`src/rtl/datapath_p_pkg.sv`:
```
// datapath_p_pkg: control-select enums and multiplier states shared by the datapath.
package datapath_p_pkg;
    localparam int IR_W = 16;
    typedef enum logic [3:0] {AluAdd, AluAdc, AluSub, AluSbc, AluAnd, AluOr, AluXor, AluPassA, AluPassB} alu_functions_t;
    typedef enum logic [2:0] {PcLr, PcAlu, PcSys, Pc1, PcInt} pc_select_t;
    typedef enum logic [1:0] {Op1Rd1, Op1Pc, Op1Sp} op1_select_t;
    typedef enum logic {Op2Rd2, Op2Imm} op2_select_t;
    typedef enum logic {ImmShort, ImmLong} imm_select_t;
    typedef enum logic {WdSys, WdAlu} wd_select_t;
    typedef enum logic [1:0] {Rs1Rd, Rs1Ra, Rs1Seven} rs1_select_t;
    typedef enum logic [1:0] {RwRd, RwRa, RwSeven} rw_select_t;
    typedef enum logic {LrPc1, LrSys} lr_select_t;
    typedef enum logic {FlagAlu, FlagBus} flag_select_t;
    typedef enum logic [2:0] {BusNone, BusMem, BusPc, BusLr, BusAlu, BusFlags, BusMulHi} bus_select_t;
    typedef enum logic [1:0] {SpHold, SpInc, SpDec, SpLoad} sp_op_t;
    typedef enum logic [1:0] {MulIdle, MulRun, MulDone} mul_state_t;
endpackage

```
`src/rtl/datapath_p_mul.sv`:
```
// mul_seq: unsigned shift-add multiplier, one multiplier bit per cycle.
module mul_seq
    import datapath_p_pkg::*;
#(
    parameter int DATA_W = 16
) (
    input  logic              i_clock,
    input  logic              i_reset,
    input  logic              i_start,
    input  logic [DATA_W-1:0] i_a,
    input  logic [DATA_W-1:0] i_b,
    output logic              o_busy,
    output logic              o_done,
    output logic [DATA_W-1:0] o_lo,
    output logic [DATA_W-1:0] o_hi
);
    localparam int CW = $clog2(DATA_W);
    mul_state_t        r_state;
    logic [CW-1:0]     r_cnt;
    logic [DATA_W-1:0] r_a, r_hi, r_lo;
    logic [DATA_W:0]   w_sum;
    // r_lo starts as the multiplier and is shifted out as product bits shift in
    assign w_sum = {1'b0, r_hi} + (r_lo[0] ? {1'b0, r_a} : '0);
    assign o_lo  = r_lo;
    assign o_hi  = r_hi;
    always_ff @(posedge i_clock) begin
        if (i_reset) begin
            r_state <= MulIdle;
            r_cnt   <= '0;
            r_a     <= '0;
            r_hi    <= '0;
            r_lo    <= '0;
            o_busy  <= 1'b0;
            o_done  <= 1'b0;
        end else begin
            o_done <= 1'b0;
            case (r_state)
                MulIdle: if (i_start) begin
                    r_a     <= i_a;
                    r_lo    <= i_b;
                    r_hi    <= '0;
                    r_cnt   <= '0;
                    r_state <= MulRun;
                    o_busy  <= 1'b1;
                end
                MulRun: begin
                    {r_hi, r_lo} <= {w_sum, r_lo[DATA_W-1:1]};
                    r_cnt        <= r_cnt + CW'(1);
                    if (r_cnt == CW'(DATA_W - 1)) begin
                        r_state <= MulDone;
                        o_busy  <= 1'b0;
                        o_done  <= 1'b1;
                    end
                end
                default: r_state <= MulIdle;
            endcase
        end
    end
endmodule

```
`src/rtl/datapath_p.sv`:
```
// datapath_p: CPU datapath with PC/LR/SP/IR, register file, ALU, flags,
// a single muxed system bus and a sequential multiplier.
module datapath_p
    import datapath_p_pkg::*;
#(
    parameter int                DATA_W     = 16,
    parameter int                NREGS      = 8,
    parameter logic [DATA_W-1:0] PC_RESET   = '0,
    parameter logic [DATA_W-1:0] SP_RESET   = '1,
    parameter logic [DATA_W-1:0] INT_VECTOR = 'h10
) (
    input  logic              i_clock,
    input  logic              i_reset,
    input  logic [DATA_W-1:0] i_data_in,
    output logic [DATA_W-1:0] o_sys_bus,
    output logic [7:0]        o_opcode,
    output logic [3:0]        o_flags,
    input  alu_functions_t    i_alu_op,
    input  pc_select_t        i_pc_sel,
    input  op1_select_t       i_op1_sel,
    input  op2_select_t       i_op2_sel,
    input  imm_select_t       i_imm_sel,
    input  wd_select_t        i_wd_sel,
    input  rs1_select_t       i_rs1_sel,
    input  rw_select_t        i_rw_sel,
    input  lr_select_t        i_lr_sel,
    input  flag_select_t      i_flag_sel,
    input  bus_select_t       i_bus_sel,
    input  sp_op_t            i_sp_op,
    input  logic              i_pc_we,
    input  logic              i_lr_we,
    input  logic              i_ir_we,
    input  logic              i_reg_we,
    input  logic              i_alu_we,
    input  logic              i_flag_we,
    input  logic              i_mul_start,
    output logic              o_mul_busy,
    output logic              o_mul_done
);
    logic [DATA_W-1:0] r_pc, r_lr, r_sp, r_alu_out, r_mul_hi;
    logic [IR_W-1:0]   r_ir;
    logic [3:0]        r_flags;
    logic [DATA_W-1:0] r_regs [NREGS];
    logic [2:0]        w_rs1, w_rs2, w_rw;
    logic [DATA_W-1:0] w_rd1, w_rd2, w_imm, w_op1, w_op2, w_bb, w_alu_res;
    logic [DATA_W-1:0] w_wdata, w_pc1, w_pc_next, w_mul_lo, w_mul_hi;
    logic [DATA_W:0]   w_sum;
    logic              w_sub, w_cin, w_arith;
    logic [3:0]        w_alu_flags;
    assign o_opcode  = r_ir[15:8];
    assign o_flags   = r_flags;
    assign w_rs2     = r_ir[4:2];
    assign w_rs1     = i_rs1_sel == Rs1Rd ? r_ir[10:8] : i_rs1_sel == Rs1Ra ? r_ir[7:5] : 3'd7;
    assign w_rw      = i_rw_sel == RwRd ? r_ir[10:8] : i_rw_sel == RwRa ? r_ir[7:5] : 3'd7;
    assign w_rd1     = int'(w_rs1) < NREGS ? r_regs[w_rs1] : '0;
    assign w_rd2     = int'(w_rs2) < NREGS ? r_regs[w_rs2] : '0;
    assign w_imm     = i_imm_sel == ImmLong ? {{(DATA_W-8){r_ir[7]}}, r_ir[7:0]} : {{(DATA_W-5){r_ir[4]}}, r_ir[4:0]};
    assign w_op1     = i_op1_sel == Op1Pc ? r_pc : i_op1_sel == Op1Sp ? r_sp : w_rd1;
    assign w_op2     = i_op2_sel == Op2Imm ? w_imm : w_rd2;
    assign w_wdata   = i_wd_sel == WdAlu ? w_alu_res : o_sys_bus;
    assign w_pc1     = r_pc + DATA_W'(1);
    assign w_pc_next = i_pc_sel == PcLr ? r_lr : i_pc_sel == PcAlu ? w_alu_res :
                       i_pc_sel == PcSys ? o_sys_bus : i_pc_sel == Pc1 ? w_pc1 : INT_VECTOR;
    always_comb begin
        case (i_bus_sel)
            BusMem:   o_sys_bus = i_data_in;
            BusPc:    o_sys_bus = r_pc;
            BusLr:    o_sys_bus = r_lr;
            BusAlu:   o_sys_bus = r_alu_out;
            BusFlags: o_sys_bus = {{(DATA_W-4){1'b0}}, r_flags};
            BusMulHi: o_sys_bus = r_mul_hi;
            default:  o_sys_bus = '0;
        endcase
    end
    // subtraction is a + ~b + cin, so carry-out is the not-borrow flag
    always_comb begin
        w_sub   = i_alu_op inside {AluSub, AluSbc};
        w_arith = i_alu_op inside {AluAdd, AluAdc, AluSub, AluSbc};
        w_bb    = w_sub ? ~w_op2 : w_op2;
        w_cin   = i_alu_op == AluSub ? 1'b1 : i_alu_op inside {AluAdc, AluSbc} ? r_flags[1] : 1'b0;
        w_sum   = {1'b0, w_op1} + {1'b0, w_bb} + (DATA_W+1)'(w_cin);
        case (i_alu_op)
            AluAnd:   w_alu_res = w_op1 & w_op2;
            AluOr:    w_alu_res = w_op1 | w_op2;
            AluXor:   w_alu_res = w_op1 ^ w_op2;
            AluPassA: w_alu_res = w_op1;
            AluPassB: w_alu_res = w_op2;
            default:  w_alu_res = w_sum[DATA_W-1:0];
        endcase
        w_alu_flags = {w_alu_res[DATA_W-1], w_alu_res == '0, w_arith & w_sum[DATA_W],
                       w_arith & (w_op1[DATA_W-1] == w_bb[DATA_W-1]) & (w_alu_res[DATA_W-1] != w_op1[DATA_W-1])};
    end
    mul_seq #(.DATA_W(DATA_W)) u_mul (
        .i_clock (i_clock),
        .i_reset (i_reset),
        .i_start (i_mul_start),
        .i_a     (w_op1),
        .i_b     (w_op2),
        .o_busy  (o_mul_busy),
        .o_done  (o_mul_done),
        .o_lo    (w_mul_lo),
        .o_hi    (w_mul_hi)
    );
    always_ff @(posedge i_clock) begin
        if (i_reset) begin
            r_pc      <= PC_RESET;
            r_sp      <= SP_RESET;
            r_lr      <= '0;
            r_ir      <= '0;
            r_alu_out <= '0;
            r_mul_hi  <= '0;
            r_flags   <= '0;
            for (int k = 0; k < NREGS; k++) r_regs[k] <= '0;
        end else begin
            if (i_pc_we) r_pc <= w_pc_next;
            if (i_lr_we) r_lr <= i_lr_sel == LrSys ? o_sys_bus : w_pc1;
            if (i_ir_we) r_ir <= o_sys_bus[IR_W-1:0];
            if (i_reg_we && int'(w_rw) < NREGS) r_regs[w_rw] <= w_wdata;
            if (i_flag_we) r_flags <= i_flag_sel == FlagBus ? o_sys_bus[3:0] : w_alu_flags;
            r_sp <= i_sp_op == SpInc ? r_sp + DATA_W'(1) : i_sp_op == SpDec ? r_sp - DATA_W'(1) :
                    i_sp_op == SpLoad ? w_alu_res : r_sp;
            if (o_mul_done) begin
                r_alu_out <= w_mul_lo;
                r_mul_hi  <= w_mul_hi;
            end else if (i_alu_we) begin
                r_alu_out <= w_alu_res;
            end
        end
    end
endmodule

```
`config.mk`:
```
export PLATFORM = sky130hd
export DESIGN_NAME = datapath_p
export DESIGN_NICKNAME = d
export VERILOG_FILES = /design/src/rtl/datapath_p_pkg.sv /design/src/rtl/datapath_p_mul.sv /design/src/rtl/datapath_p.sv
export SDC_FILE = /design/constraint.sdc
export NUM_CORES = 1
export LEC_CHECK = 0
export BUFFER_PORTS_ARGS = -buffer_cell sky130_fd_sc_hd__buf_2
export CORE_ASPECT_RATIO = 2
export CORE_MARGIN = 5
export CORE_UTILIZATION = 50
export CTS_BUF_LIST = sky130_fd_sc_hd__clkbuf_4
export DETAILED_ROUTE_END_ITERATION = 12
export MAX_ROUTING_LAYER = met4
export PLACE_DENSITY = 0.75
export SLEW_MARGIN = 10
export SYNTH_ARGS = -nofsm -noshare
export SYNTH_HDL_FRONTEND = slang
export SYNTH_SLANG_ARGS = --single-unit
export TNS_END_PERCENT = 10
```
`constraint.sdc`:
```
create_clock -name i_clock -period 14.5 [get_ports i_clock]
set_input_delay 1.45 -clock i_clock [delete_from_list [all_inputs] [get_ports i_clock]]
set_output_delay 1.45 -clock i_clock [all_outputs]
set_load 0.05 [all_outputs]
```
==> metrics.md <==
| Metric | Value |
|---|---|
| Run status | `complete, no violations` |
| Residual antenna-violating net count after detailed routing | `0` |
| Number of port buffers | `77` |
| Post-DP HPWL | `53,700 µm` |
| Number of iterations in the first detailed-routing pass | `8` |
| Yosys warning total | `0` |
| Worst setup path category | `primary input to flip-flop` |
| MaxCap Viol Count | `0` |
| Cell with the most instances after synthesis | `sky130_fd_sc_hd__nor2_1` |
| Worst slack at placement | `6.97 ns` |
| Syn Nets | `2,208` |
| Gate count of the mapped netlist | `2,090` |
| Maximum number of pins on one net before global-route repair | `73` |
| Number of buffers inserted during clock tree synthesis | `67` |
| Proportion of synthesized chip area in sequential cells | `37.9%` |
| CP max-delay cell | `sky130_fd_sc_hd__a2111oi_0` |
| Initial antenna violation count | `6` |
| Cells along the critical path | `buf_2 -> buf_4 -> clkinv_1 -> buf_4 -> nand2_2 -> mux2_2 -> a211oi_1 -> a21boi_0 -> fa_1 -> fa_1 -> nor2b_1 -> o2111ai_1 -> a211o_1 -> a21oi_1 -> a2111oi_0 -> xnor2_1 -> o32a_1 -> a21oi_2 -> nor2_1` |
| Setup TNS after final layout | `0 ns` |
| Clk_lat worst skew | `0.81 ns` |
| Die area | `0.0413 mm²` |
| Post-DR vias/cell | `6.71` |
| Fraction of final layout cells with drive strength greater than 1 | `15.0%` |
| Vertical die dimension | `282 µm` |
| Residual DRC | `0` |
| Worst-case clock skew | `0.0679 ns` |
| Detailed-route wire length | `72,700 µm` |
| Category of the worst setup path capture point | `flip-flop` |
| Slowest Stage Delay on Critical Path | `0.69 ns` |
| Peak clock frequency supported by timing | `144 MHz` |
| Total Power | `2.26 mW` |
| Total number of placement rows | `100` |
| Commonest cells in the netlist | `sky130_fd_sc_hd__nor2_1, sky130_fd_sc_hd__nand2_1, sky130_fd_sc_hd__dfxtp_1` |
| Post-synthesis area per instance | `8.88 µm²` |
| Fraction of registers with async set/reset | `0%` |
| Root Buffer | `sky130_fd_sc_hd__clkbuf_4` |
| Worst hold margin | `0.466 ns` |
| Final setup viols | `0` |
| Post-synthesis instance area | `0.0186 mm²` |
| Hold WC Path Type | `flip-flop to flip-flop` |
| Via count of the first global-routing pass | `17,590` |
| Flip-flop and latch count after synthesis | `287` |
| Startpoint kind of the worst setup timing path | `primary input` |
| Tightest Pin Transition | `1.30 ns` |
| Mean routed wirelength per cell | `27.6 µm` |
| Leftover overflow at the end of global routing | `0` |
| Synth unique cells | `90` |
| Worst path required time | `15.01 ns` |
| Worst IR drop on VDD | `49.9 µV` |
| Synthesis-to-finish area growth | `8.00%` |
| Global placement routability congestion | `1.04` |
| Die Wd | `146 µm` |
| Starting density of the core | `50.1%` |
| I/O pins | `78` |
| Worst Path Arrival | `7.48 ns` |
| CP bufs+invs | `4` |
| Most used DFF post-synth | `sky130_fd_sc_hd__dfxtp_1` |
| Period minus WS final | `6.96 ns` |
| Post-synth top area cell | `sky130_fd_sc_hd__edfxtp_1` |
| Vias after detailed routing | `17,701` |
| CORE AREA | `0.0370 mm²` |
| Unrepaired setup endpoints after global routing | `false` |
| Overall Global Routing Usage | `35.3%` |
| Max-slew headroom at the worst pin | `13.4%` |
| Largest fanout on the critical path | `64` |
| Wire length of the first global-routing pass | `107,000 µm` |
| EDFF count, synth | `128` |
| Final critical-path share of the clock period | `48.0%` |
| Final-stage net count | `2,241` |
| Worst setup slack after layout | `7.54 ns` |
| Top cell family by delay on the critical path | `compound AO/OA/AOI/OAI gates` |
| Synth top area share | `20.7%` |
| Largest buffer count on any clock path | `3` |
| Leakage power summed over all cells | `7.89 nW` |
| Post-CTS Setup Bufs | `0` |
| Clk sink count | `287` |
| Power per unit of standard cell area | `113 mW/mm²` |
| TritonCTS clock tree | `built` |
| Clock transition at the register clock pins on the worst setup and hold paths after CTS | `0.08 ns` |
| Detailed Route Iter0 Violations | `1,672` |
| Final count of hold timing violations | `0` |
| Hold buffers post-CTS | `0` |
| Leading post-synthesis cells by cell area | `sky130_fd_sc_hd__edfxtp_1, sky130_fd_sc_hd__dfxtp_1, sky130_fd_sc_hd__nor2_1, sky130_fd_sc_hd__mux2i_1, sky130_fd_sc_hd__mux4_2` |
| CTS H-tree lvls | `3` |
| Final Slew Violations | `0` |
| Number of gates resized after cts | `0` |
-- per-stage QoR --
step                instance area (µm²)  utilization [%]  std cells
global placement                  19200             51.9       2513
floorplan                         18600                -       2090
finish                            20000             54.1       2637
detailed placement                19200             51.9       2513
CTS                               20000             54.1       2629
global route                      20000             54.1       2634
-- worst register-to-register path, stage by stage, from the launching register on --
cell	delay, ns
sky130_fd_sc_hd__dfxtp_1	0.44
sky130_fd_sc_hd__mux2i_4	0.74
sky130_fd_sc_hd__nand2_1	0.60
sky130_fd_sc_hd__mux2_2	0.43
sky130_fd_sc_hd__o211ai_1	0.21
sky130_fd_sc_hd__a31oi_1	0.12
sky130_fd_sc_hd__a22oi_1	0.51
sky130_fd_sc_hd__inv_1	0.14
sky130_fd_sc_hd__ha_1	0.41
sky130_fd_sc_hd__a21oi_1	0.16
sky130_fd_sc_hd__o21ai_0	0.09
sky130_fd_sc_hd__a31oi_1	0.36
sky130_fd_sc_hd__a21oi_1	0.14
sky130_fd_sc_hd__a2111oi_0	0.69
sky130_fd_sc_hd__xnor2_1	0.13
sky130_fd_sc_hd__o32a_1	0.34
sky130_fd_sc_hd__a21oi_2	0.45
sky130_fd_sc_hd__nor2_1	0.08
-- cell usage in the layout (no fill, tap or decap), types with 10 or more instances in the layout --
cell,count
sky130_fd_sc_hd__edfxtp_1,128
sky130_fd_sc_hd__a22oi_1,38
sky130_fd_sc_hd__nor2_1,304
sky130_fd_sc_hd__inv_1,74
sky130_fd_sc_hd__clkbuf_4,93
sky130_fd_sc_hd__xor2_1,30
sky130_fd_sc_hd__xnor2_1,30
sky130_fd_sc_hd__o21ai_0,115
sky130_fd_sc_hd__o21ai_1,10
sky130_fd_sc_hd__nand2_1,179
sky130_fd_sc_hd__mux2_2,27
sky130_fd_sc_hd__buf_2,76
sky130_fd_sc_hd__and3_1,24
sky130_fd_sc_hd__a32oi_1,23
sky130_fd_sc_hd__nand2b_1,20
sky130_fd_sc_hd__mux4_2,39
sky130_fd_sc_hd__buf_4,50
sky130_fd_sc_hd__a211oi_1,75
sky130_fd_sc_hd__o221ai_1,13
sky130_fd_sc_hd__a221oi_1,15
sky130_fd_sc_hd__and2_1,24
sky130_fd_sc_hd__a21o_1,12
sky130_fd_sc_hd__nor3_1,18
sky130_fd_sc_hd__ha_1,67
sky130_fd_sc_hd__o22ai_1,38
sky130_fd_sc_hd__mux2i_1,90
sky130_fd_sc_hd__a21oi_1,115
sky130_fd_sc_hd__dfxtp_1,157
sky130_fd_sc_hd__nand3_1,70
sky130_fd_sc_hd__nor2b_1,14
sky130_fd_sc_hd__a31oi_1,14
sky130_fd_sc_hd__clkinv_1,17
sky130_fd_sc_hd__o211ai_1,17
-- cell families (layout without fill, tap and decap cells) --
| family | count (synthesis) | in the layout | synth area share [%] |
|---|---|---|---|
| simple gates | 703 | 703 | 16.9 |
| xor+xnor | 60 | 60 | 2.83 |
| mux | 160 | 160 | 11.6 |
| buf+inv | 239 | 319 | 5.28 |
| flops | 287 | 287 | 37.9 |
| compound gates | 571 | 571 | 20.7 |
| other cells | 0 | 8 | 0 |
| fa+ha+maj | 70 | 70 | 4.84 |
-- flip-flops by register name (all words and copies together) (netlist names), 2 cells and up, named ones only --
signal         flops
o_flags            4
r_alu_out         16
r_ir              16
r_lr              16
r_mul_hi          16
r_pc              16
r_regs           128
r_sp              16
u_mul.o_hi        16
u_mul.o_lo        16
u_mul.r_a         16
u_mul.r_cnt        4
u_mul.r_state      2
-- layout make-up --
type / count / area, µm²
Antenna cell: 8 / 20.0
Clock inverter: 23 / 115
Sequential cell: 287 / 7030
Timing Repair Buffer: 126 / 756
Fill cell: 3447 / 17000
Clock buffer: 93 / 698
Multi-Input combinational cell: 1564 / 10600
Inverter: 77 / 289
Tap cell: 459 / 574
-- path summary, 6_finish.rpt --
kind / startpoint / to / slack, ns / depth (start not counted)
setup reg to reg: r_ir[9] / r_regs[2][14] / 8.18 / 17
hold / removal: u_mul.r_a[8] / u_mul.r_a[8] / 0.47 / 2
hold reg to reg: u_mul.r_a[8] / u_mul.r_a[8] / 0.47 / 2
setup / recovery: i_rs1_sel[1] / r_regs[2][14] / 7.54 / 19
-- layer usage --
metal  track usage (%)  vias up  wire [µm]  share of wire, %
li1                  -     7786          -                 -
met1              33.0     8379      22700                31
met2              60.2     1107      35900                49
met3              7.04      429       5620               7.7
met4              32.9        0       8460                12
met5                 -        -          0                 0
-- report_power, final --
group / switching, mW / total, mW / internal (mW)
clock network: 0.342 / 0.657 / 0.315
registers: 0.0512 / 0.943 / 0.892
logic: 0.446 / 0.657 / 0.212
Note: power is estimated with default switching activity, not from simulation.
